$ cat config.mk
export PLATFORM = sky130hd
export DESIGN_NAME = csr_commit_sequencer
export DESIGN_NICKNAME = d
export VERILOG_FILES = /design/src/rtl/csr_commit_sequencer_pkg.sv /design/src/rtl/csr_commit_sequencer.sv
export SDC_FILE = /design/constraint.sdc
export NUM_CORES = 1
export LEC_CHECK = 0
export BUFFER_PORTS_ARGS = -buffer_cell sky130_fd_sc_hd__buf_2
export CAP_MARGIN = 20
export CELL_PAD_IN_SITES_DETAIL_PLACEMENT = 0
export CELL_PAD_IN_SITES_GLOBAL_PLACEMENT = 1
export CORE_ASPECT_RATIO = 0.75
export CORE_MARGIN = 10
export CORE_UTILIZATION = 33
export DETAILED_ROUTE_END_ITERATION = 8
export GPL_TIMING_DRIVEN = 0
export PLACE_DENSITY_LB_ADDON = 0.1
export SETUP_SLACK_MARGIN = 0.02
export SYNTH_ARGS = -nofsm -noshare
export SYNTH_HDL_FRONTEND = slang
export SYNTH_SLANG_ARGS = --single-unit
$ cat constraint.sdc
create_clock -name clk_i -period 2.4 [get_ports clk_i]
set_clock_uncertainty 0.15 [all_clocks]
set_input_delay 0.12 -clock clk_i [delete_from_list [all_inputs] [get_ports clk_i]]
set_output_delay 0.12 -clock clk_i [all_outputs]
set_load 0.01 [all_outputs]
$ cat src/rtl/csr_commit_sequencer_pkg.sv
// rtl/csr_commit_sequencer_pkg.sv - shared CSR command type and sequencer state encodings
package csr_commit_sequencer_pkg;

  localparam int CSR_ADDR_SIZE = 12;

  typedef enum logic [2:0] {
    CSR_CMD_NONE  = 3'd0,
    CSR_CMD_READ  = 3'd1,
    CSR_CMD_RW    = 3'd2,
    CSR_CMD_RS    = 3'd3,
    CSR_CMD_RC    = 3'd4,
    CSR_CMD_SYS   = 3'd5
  } csr_cmd_t;

  typedef logic [2:0] csr_seq_state_t;

  localparam csr_seq_state_t SEQ_IDLE  = 3'd0;
  localparam csr_seq_state_t SEQ_DRAIN = 3'd1;
  localparam csr_seq_state_t SEQ_ISSUE = 3'd2;
  localparam csr_seq_state_t SEQ_WAIT  = 3'd3;
  localparam csr_seq_state_t SEQ_WFI   = 3'd4;
  localparam csr_seq_state_t SEQ_DONE  = 3'd5;

endpackage

$ cat src/rtl/csr_commit_sequencer.sv
// rtl/csr_commit_sequencer.sv - serialises system instructions at the commit head into one CSR request
module csr_commit_sequencer
  import csr_commit_sequencer_pkg::*;
#(
  parameter int DATA_W      = 64,
  parameter int CSR_ADDR_W  = CSR_ADDR_SIZE,
  parameter int WFI_TIMEOUT = 0,
  parameter int PERF_W      = 32
) (
  input  logic                  clk_i,
  input  logic                  rstn_i,
  input  logic                  flush_i,
  input  logic                  cmt_valid_i,
  input  logic                  cmt_is_sys_i,
  input  logic                  cmt_is_wfi_i,
  input  csr_cmd_t              cmt_cmd_i,
  input  logic [CSR_ADDR_W-1:0] cmt_addr_i,
  input  logic [DATA_W-1:0]     cmt_data_i,
  input  logic                  sb_empty_i,
  output logic                  csr_req_valid_o,
  output csr_cmd_t              csr_req_cmd_o,
  output logic [CSR_ADDR_W-1:0] csr_req_addr_o,
  output logic [DATA_W-1:0]     csr_req_data_o,
  input  logic                  csr_resp_valid_i,
  input  logic [DATA_W-1:0]     csr_resp_rdata_i,
  input  logic                  csr_resp_xcpt_i,
  input  logic                  irq_pending_i,
  output logic                  commit_stall_o,
  output logic                  done_o,
  output logic [DATA_W-1:0]     done_rdata_o,
  output logic                  done_xcpt_o,
  output logic                  pipe_flush_o,
  output logic [PERF_W-1:0]     stall_cycles_o
);

  localparam bit          WFI_TW_EN = (WFI_TIMEOUT != 0);
  localparam logic [31:0] WFI_LAST  = 32'(WFI_TIMEOUT - 1);

  csr_seq_state_t        state_q, state_d;
  csr_cmd_t              cmd_q;
  logic [CSR_ADDR_W-1:0] addr_q;
  logic [DATA_W-1:0]     data_q;
  logic                  is_wfi_q;
  logic [DATA_W-1:0]     rdata_q;
  logic                  xcpt_q;
  logic [31:0]           wfi_cnt_q;
  logic [PERF_W-1:0]     stall_cnt_q;

  logic latch_op, take_resp, wfi_inc, wfi_tw;

  always_comb begin
    state_d   = state_q;
    latch_op  = 1'b0;
    take_resp = 1'b0;
    wfi_inc   = 1'b0;
    wfi_tw    = 1'b0;
    case (state_q)
      SEQ_IDLE: begin
        if (cmt_valid_i && cmt_is_sys_i && !flush_i) begin
          latch_op = 1'b1;
          state_d  = sb_empty_i ? SEQ_ISSUE : SEQ_DRAIN;
        end
      end
      SEQ_DRAIN: begin
        if (flush_i)         state_d = SEQ_IDLE;
        else if (sb_empty_i) state_d = SEQ_ISSUE;
      end
      SEQ_ISSUE: begin
        if (flush_i) begin
          state_d = SEQ_IDLE;
        end else if (csr_resp_valid_i) begin
          take_resp = 1'b1;
          state_d   = (is_wfi_q && !csr_resp_xcpt_i) ? SEQ_WFI : SEQ_DONE;
        end else begin
          state_d = SEQ_WAIT;
        end
      end
      // Once the request is out its side effects are real, so flush cannot cancel it here.
      SEQ_WAIT: begin
        if (csr_resp_valid_i) begin
          take_resp = 1'b1;
          state_d   = (is_wfi_q && !csr_resp_xcpt_i) ? SEQ_WFI : SEQ_DONE;
        end
      end
      SEQ_WFI: begin
        if (flush_i) begin
          state_d = SEQ_IDLE;
        end else if (irq_pending_i) begin
          state_d = SEQ_DONE;
        end else if (WFI_TW_EN && (wfi_cnt_q == WFI_LAST)) begin
          wfi_tw  = 1'b1;
          state_d = SEQ_DONE;
        end else begin
          wfi_inc = 1'b1;
        end
      end
      SEQ_DONE: state_d = SEQ_IDLE;
      default:  state_d = SEQ_IDLE;
    endcase
  end

  always_ff @(posedge clk_i or negedge rstn_i) begin
    if (!rstn_i) begin
      state_q     <= SEQ_IDLE;
      cmd_q       <= CSR_CMD_NONE;
      addr_q      <= '0;
      data_q      <= '0;
      is_wfi_q    <= 1'b0;
      rdata_q     <= '0;
      xcpt_q      <= 1'b0;
      wfi_cnt_q   <= '0;
      stall_cnt_q <= '0;
    end else begin
      state_q <= state_d;
      if (latch_op) begin
        cmd_q    <= cmt_cmd_i;
        addr_q   <= cmt_addr_i;
        data_q   <= cmt_data_i;
        is_wfi_q <= cmt_is_wfi_i;
      end
      if (take_resp) begin
        rdata_q   <= csr_resp_rdata_i;
        xcpt_q    <= csr_resp_xcpt_i;
        wfi_cnt_q <= '0;
      end else if (wfi_inc) begin
        wfi_cnt_q <= wfi_cnt_q + 32'd1;
      end
      if (wfi_tw) xcpt_q <= 1'b1;
      if (commit_stall_o && (stall_cnt_q != {PERF_W{1'b1}})) begin
        stall_cnt_q <= stall_cnt_q + 1'b1;
      end
    end
  end

  assign csr_req_valid_o = (state_q == SEQ_ISSUE) && !flush_i;
  assign csr_req_cmd_o   = cmd_q;
  assign csr_req_addr_o  = addr_q;
  assign csr_req_data_o  = data_q;

  assign commit_stall_o = ((state_q == SEQ_IDLE) && cmt_valid_i && cmt_is_sys_i) ||
                          (state_q == SEQ_DRAIN) || (state_q == SEQ_ISSUE) ||
                          (state_q == SEQ_WAIT)  || (state_q == SEQ_WFI);

  assign done_o         = (state_q == SEQ_DONE);
  assign done_rdata_o   = rdata_q;
  assign done_xcpt_o    = done_o && xcpt_q;
  assign pipe_flush_o   = done_o && !xcpt_q && (cmd_q != CSR_CMD_READ);
  assign stall_cycles_o = stall_cnt_q;

  a_resp_in_window: assert property (@(posedge clk_i) disable iff (!rstn_i)
    csr_resp_valid_i |-> ((state_q == SEQ_ISSUE) || (state_q == SEQ_WAIT)));

endmodule

-- Word level (Yosys, flattened, before mapping)
Cells that the tools add are included.
- add/sub/neg operators: 1
- equal/unequal tests: 11
- multiplexer cells: 16
- reduce and logical (&&, ||, !) cells: 19
- operators by type and width (kind ; count):
    $add 32x1->32 const B ; 1
    $ne 32x32->1 const B ; 1
    $mux 3 ; 8
    $pmux 3 s5 ; 1
    $logic_and 1x1->1 ; 10
    $eq 3x2->1 const B ; 2
    $eq 3x3->1 const B ; 2
    $ne 3x3->1 const B ; 2
    $mux 1 ; 5
    $logic_or 1x1->1 ; 4
    $ne 2x2->1 const B ; 2
    $reduce_and 4->1 ; 1
    $eq 3x1->1 const B ; 1
    $logic_not 1->1 ; 3
    $logic_not 3->1 ; 1
    $ne 3x1->1 const B ; 1
    $mux 2 ; 1
    $pmux 1 s2 ; 1
- register bits after elaboration: 180
- input port bits: 153
- output and inout bits: 180

-- Depth between registers and ports, before layout
- word-level depth: 8
- gate-level depth with buffers: 8

-- Worst setup path before layout
OpenSTA, ideal clock, no wires.
- path type: register to register
- start: register stall_cnt_q[0] (netlist: stall_cycles_o[0])
- end: register stall_cnt_q[30] (netlist: stall_cycles_o[30])
- arrival time: 2.153 ns
- data required time: 2.125 ns
- slack: -0.028 ns
- stages on the path, launching flop included: 7
- path buffers: 0
- clock period less this slack: 2.428 ns
- path through: dfrtp_1 ha_1 nand3_1 or4_4 nor3_4 or4b_1 xnor2_1
- cells in the longest elaborated chain, start to end: 2
- elaborated cells on any way between the ends: 3
- RTL lines (element ; RTL line ; text):
    start, declared ; csr_commit_sequencer.sv:47 ; logic [PERF_W-1:0] stall_cnt_q;
    start signal, assigned ; csr_commit_sequencer.sv:130 ; stall_cnt_q <= stall_cnt_q + 1'b1;
    parallel branches: the longest is 2 deep, another holds $add 32x1->32 ; n/a ;
Parallel ways; which one is timed is not known.
A chain may end at the register's enable or synchronous reset.

-- Final worst setup path
- start: register stall_cnt_q[8] (netlist: stall_cycles_o[8])
- end: register stall_cnt_q[30] (netlist: stall_cycles_o[30])
Same word-level chain as after synthesis.

==> results.ini <==
[logic_synthesis]
yosys_register_bits = 180
synth_flop_cell = dfrtp_1
synthArstFlopShare_pct = 100.0
synthCells = 491
synthTopCellsByArea = dfrtp_1 (63%), mux2_2 (23%), xnor2_1 (2.0%)
syn-num-nets = 645
yosysUniqueCellTypes = 45
synth.largest_area_cell = dfrtp_1
syn_area_per_cell_um2 = 14.63
ys.warnings.count = 0
synth_enable_flop_cells = 0
synth_top_area_share_pct = 62.71
netlist_area_um2 = 7183
seq_area_frac_synth_pct = 62.71

[sta]
finalMaxSlewViolations = 0
worst_slew_pin_slew_ns = 0.6283
fin_crit_sh_pct = 95.69
hold_viol = 0
finalSetupViolations = 0
layout_min_cycle_time_ns = 2.297
slew_headroom_pct = 57.73
fmax_ghz = 0.4354
rsz0062_at_grt = true

[floorplanning]
die_w_um = 190.4
rows = 46
coreArea_um2 = 21300
io_pins = 333
start_util_pct = 33.73
die-area_um2 = 28130
die_height_um = 147.8

[grt]
grt_antenna_before_repair = 0
grt_start_max_net_pins = 118
grt.total_usage_pct = 17.10
grt_pass1_wl_mm = 38.02
grt_pass1_vias = 6649
grt_overflow = 0

[route]
drt-initial-drc-count = 201
vias = 5863
wl_met3_mm = 1.996
detail-route-antenna-nets = 0
drt_drc_violations_left = 0
routed_via_density = 4.534
drt_wl_total_mm = 24.28
wl_met1_mm = 9.897
wl_met2_mm = 11.87
wl_per_cell_um = 18.78
top_layer = met4
firstDrtPassIters = 5

[placed_design]
dp_hpwl_mm = 18.31
gpl.final_weighted_congestion = 0.8069
place.port_buffers = 331
dpl-instance-area_um2 = 9241

[critical_path]
reg2reg_to = stall_cycles_o[30]$_DFFE_PN0P_
worstPathMaxFanout = 6
critPathCaptureType = register
critPathArrivalTime_ns = 2.45
ff2ff_path_depth = 5
r2r_start = stall_cycles_o[8]$_DFFE_PN0P_
critPathLaunchType = register
worstSetupPathType = register to register
critical_path_required_ns = 2.56
reg2reg_slack_ns = 0.10

[cts]
clk_pin_slew_ns = 0.07
clk_latency_ns = 0.42
clockBufferDepth = 2
clock-sinks = 180
cts_root_buf = clkbuf_16
numCtsBuffers = 17
htreeDepth = 4
cts_tree = built

[layout]
final_common_cell = buf_2
nets = 1147
num_antenna_cells = 0
design_area_um2 = 11450
area_delta_synth_final_pct = 59.45
most-common-layout-cells = buf_2 (330), dfrtp_1 (176), dlygate4sd3_1 (149), mux2_2 (146), clkbuf_16 (17)
drive_gt1_share_pct = 54.43

[pwr]
peakVddDrop_uv = 578.7
power_w = 0.01266
powerDensity_nw_per_um2 = 1105
p_leak_nw = 5.606

[run]
cap_viol_max_count = 0

[status]
status = finished, final reports clean

[hold_path]
hp-class = input pin to asynchronous set/reset pin

## layer usage
layer | vias to the layer above | GRT usage, %
met3 | 32 | 6.370
met5 | - | 0
met1 | 2856 | 20.02
met2 | 230 | 28.46
met4 | 0 | 5.499
li1 | 2745 | -
## what timing repair did
item                                    4_1_cts  5_1_grt
gates cloned                                  0        0
pin swaps                                     1        1
gates resized for setup                      22       11
buffers inserted                              1        3
hold buffers                                149        0
endpoints found under the setup margin      135       21
hold endpoints to repair                    210        0
## cell type report
cell class              instances  area [um^2]
repair buffers                485         3216
plain buffers                  19        117.6
clock inverters                13        196.4
inverters                       4        15.01
clock buffers                  18        429.2
multi-input cells             286         2610
flip-flops and latches        180         4509
fillers                      1823         9842
well taps                     288        360.3
## metrics by stage
stage | hold WS [ns] | instances | util (%) | setup TNS [ns] | setup slack, ns
2_1_floorplan | -0.3256 | 491 | - | 0 | 0.03762
3_3_place_gp | 0.2022 | 1110 | 43.22 | -343.28 | -2.129
3_5_place_dp | -0.05627 | 1111 | 43.40 | -20.95 | -0.2470
4_1_cts | 0.07348 | 1291 | 53.57 | 0 | 0.03736
5_1_grt | 0.1163 | 1293 | 53.78 | 0 | 0.01846
6_report | 0.07378 | 1293 | 53.78 | 0 | 0.1034
## critical path: stages (launching register included)
cell and delay, ns:
dfrtp_1 0.46, nand4_1 0.20, or4_4 0.57, nor3_4 0.17, or4b_1 0.49, xnor2_1 0.14
## power breakdown
part	leakage (nW)	switching (W)	internal, W
registers	2.20	0.000707	0.00436
logic	3.12	0.00226	0.00235
clock network	0.292	0.00122	0.00176
## registers in the layout, summed over array words and instances (netlist names)
signal	flops
csr_req_addr_o	12
csr_req_cmd_o	3
csr_req_data_o	64
done_rdata_o	64
is_wfi_q	1
stall_cycles_o	32
state_q	3
xcpt_q	1
## logic make-up (layout without fill, tap and decap cells)
group,count (synthesis),in the layout,synth area share (%)
mux,147,147,23.03
buf+inv,25,539,1.463
compound gates,24,24,2.334
fa+ha+maj,1,1,0.1742
simple gates,87,87,7.003
flops,180,180,62.71
xor+xnor,27,27,3.292
## cells in the mapped netlist, drive strengths merged (5+ instances only)
| library cell | instances |
|---|---|
| a21oi | 6 |
| and2 | 5 |
| and3 | 5 |
| clkbuf | 20 |
| dfrtp | 180 |
| mux2 | 146 |
| nand2 | 15 |
| nand2b | 5 |
| nand3 | 12 |
| nand4 | 11 |
| nor2 | 11 |
| nor3 | 6 |
| nor4 | 6 |
| xnor2 | 16 |
| xor2 | 11 |
## worst max path at each step
| stage | start | endpoint | slack (ns) |
|---|---|---|---|
| 2_1_floorplan | stall_cycles_o[1]$_DFFE_PN0P_ | stall_cycles_o[30]$_DFFE_PN0P_ | 0.04 |
| 3_3_place_gp | rstn_i | stall_cycles_o[0]$_DFFE_PN0P_ | -2.13 |
| 3_5_place_dp | state_q[1]$_DFFE_PN0P_ | done_rdata_o[47]$_DFFE_PN0P_ | -0.25 |
| 4_1_cts | state_q[0]$_DFFE_PN0P_ | stall_cycles_o[25]$_DFFE_PN0P_ | 0.04 |
| 5_1_grt | stall_cycles_o[8]$_DFFE_PN0P_ | stall_cycles_o[5]$_DFFE_PN0P_ | 0.02 |
| 6_report | stall_cycles_o[8]$_DFFE_PN0P_ | stall_cycles_o[30]$_DFFE_PN0P_ | 0.10 |
Power figures use the tool's default switching activity.
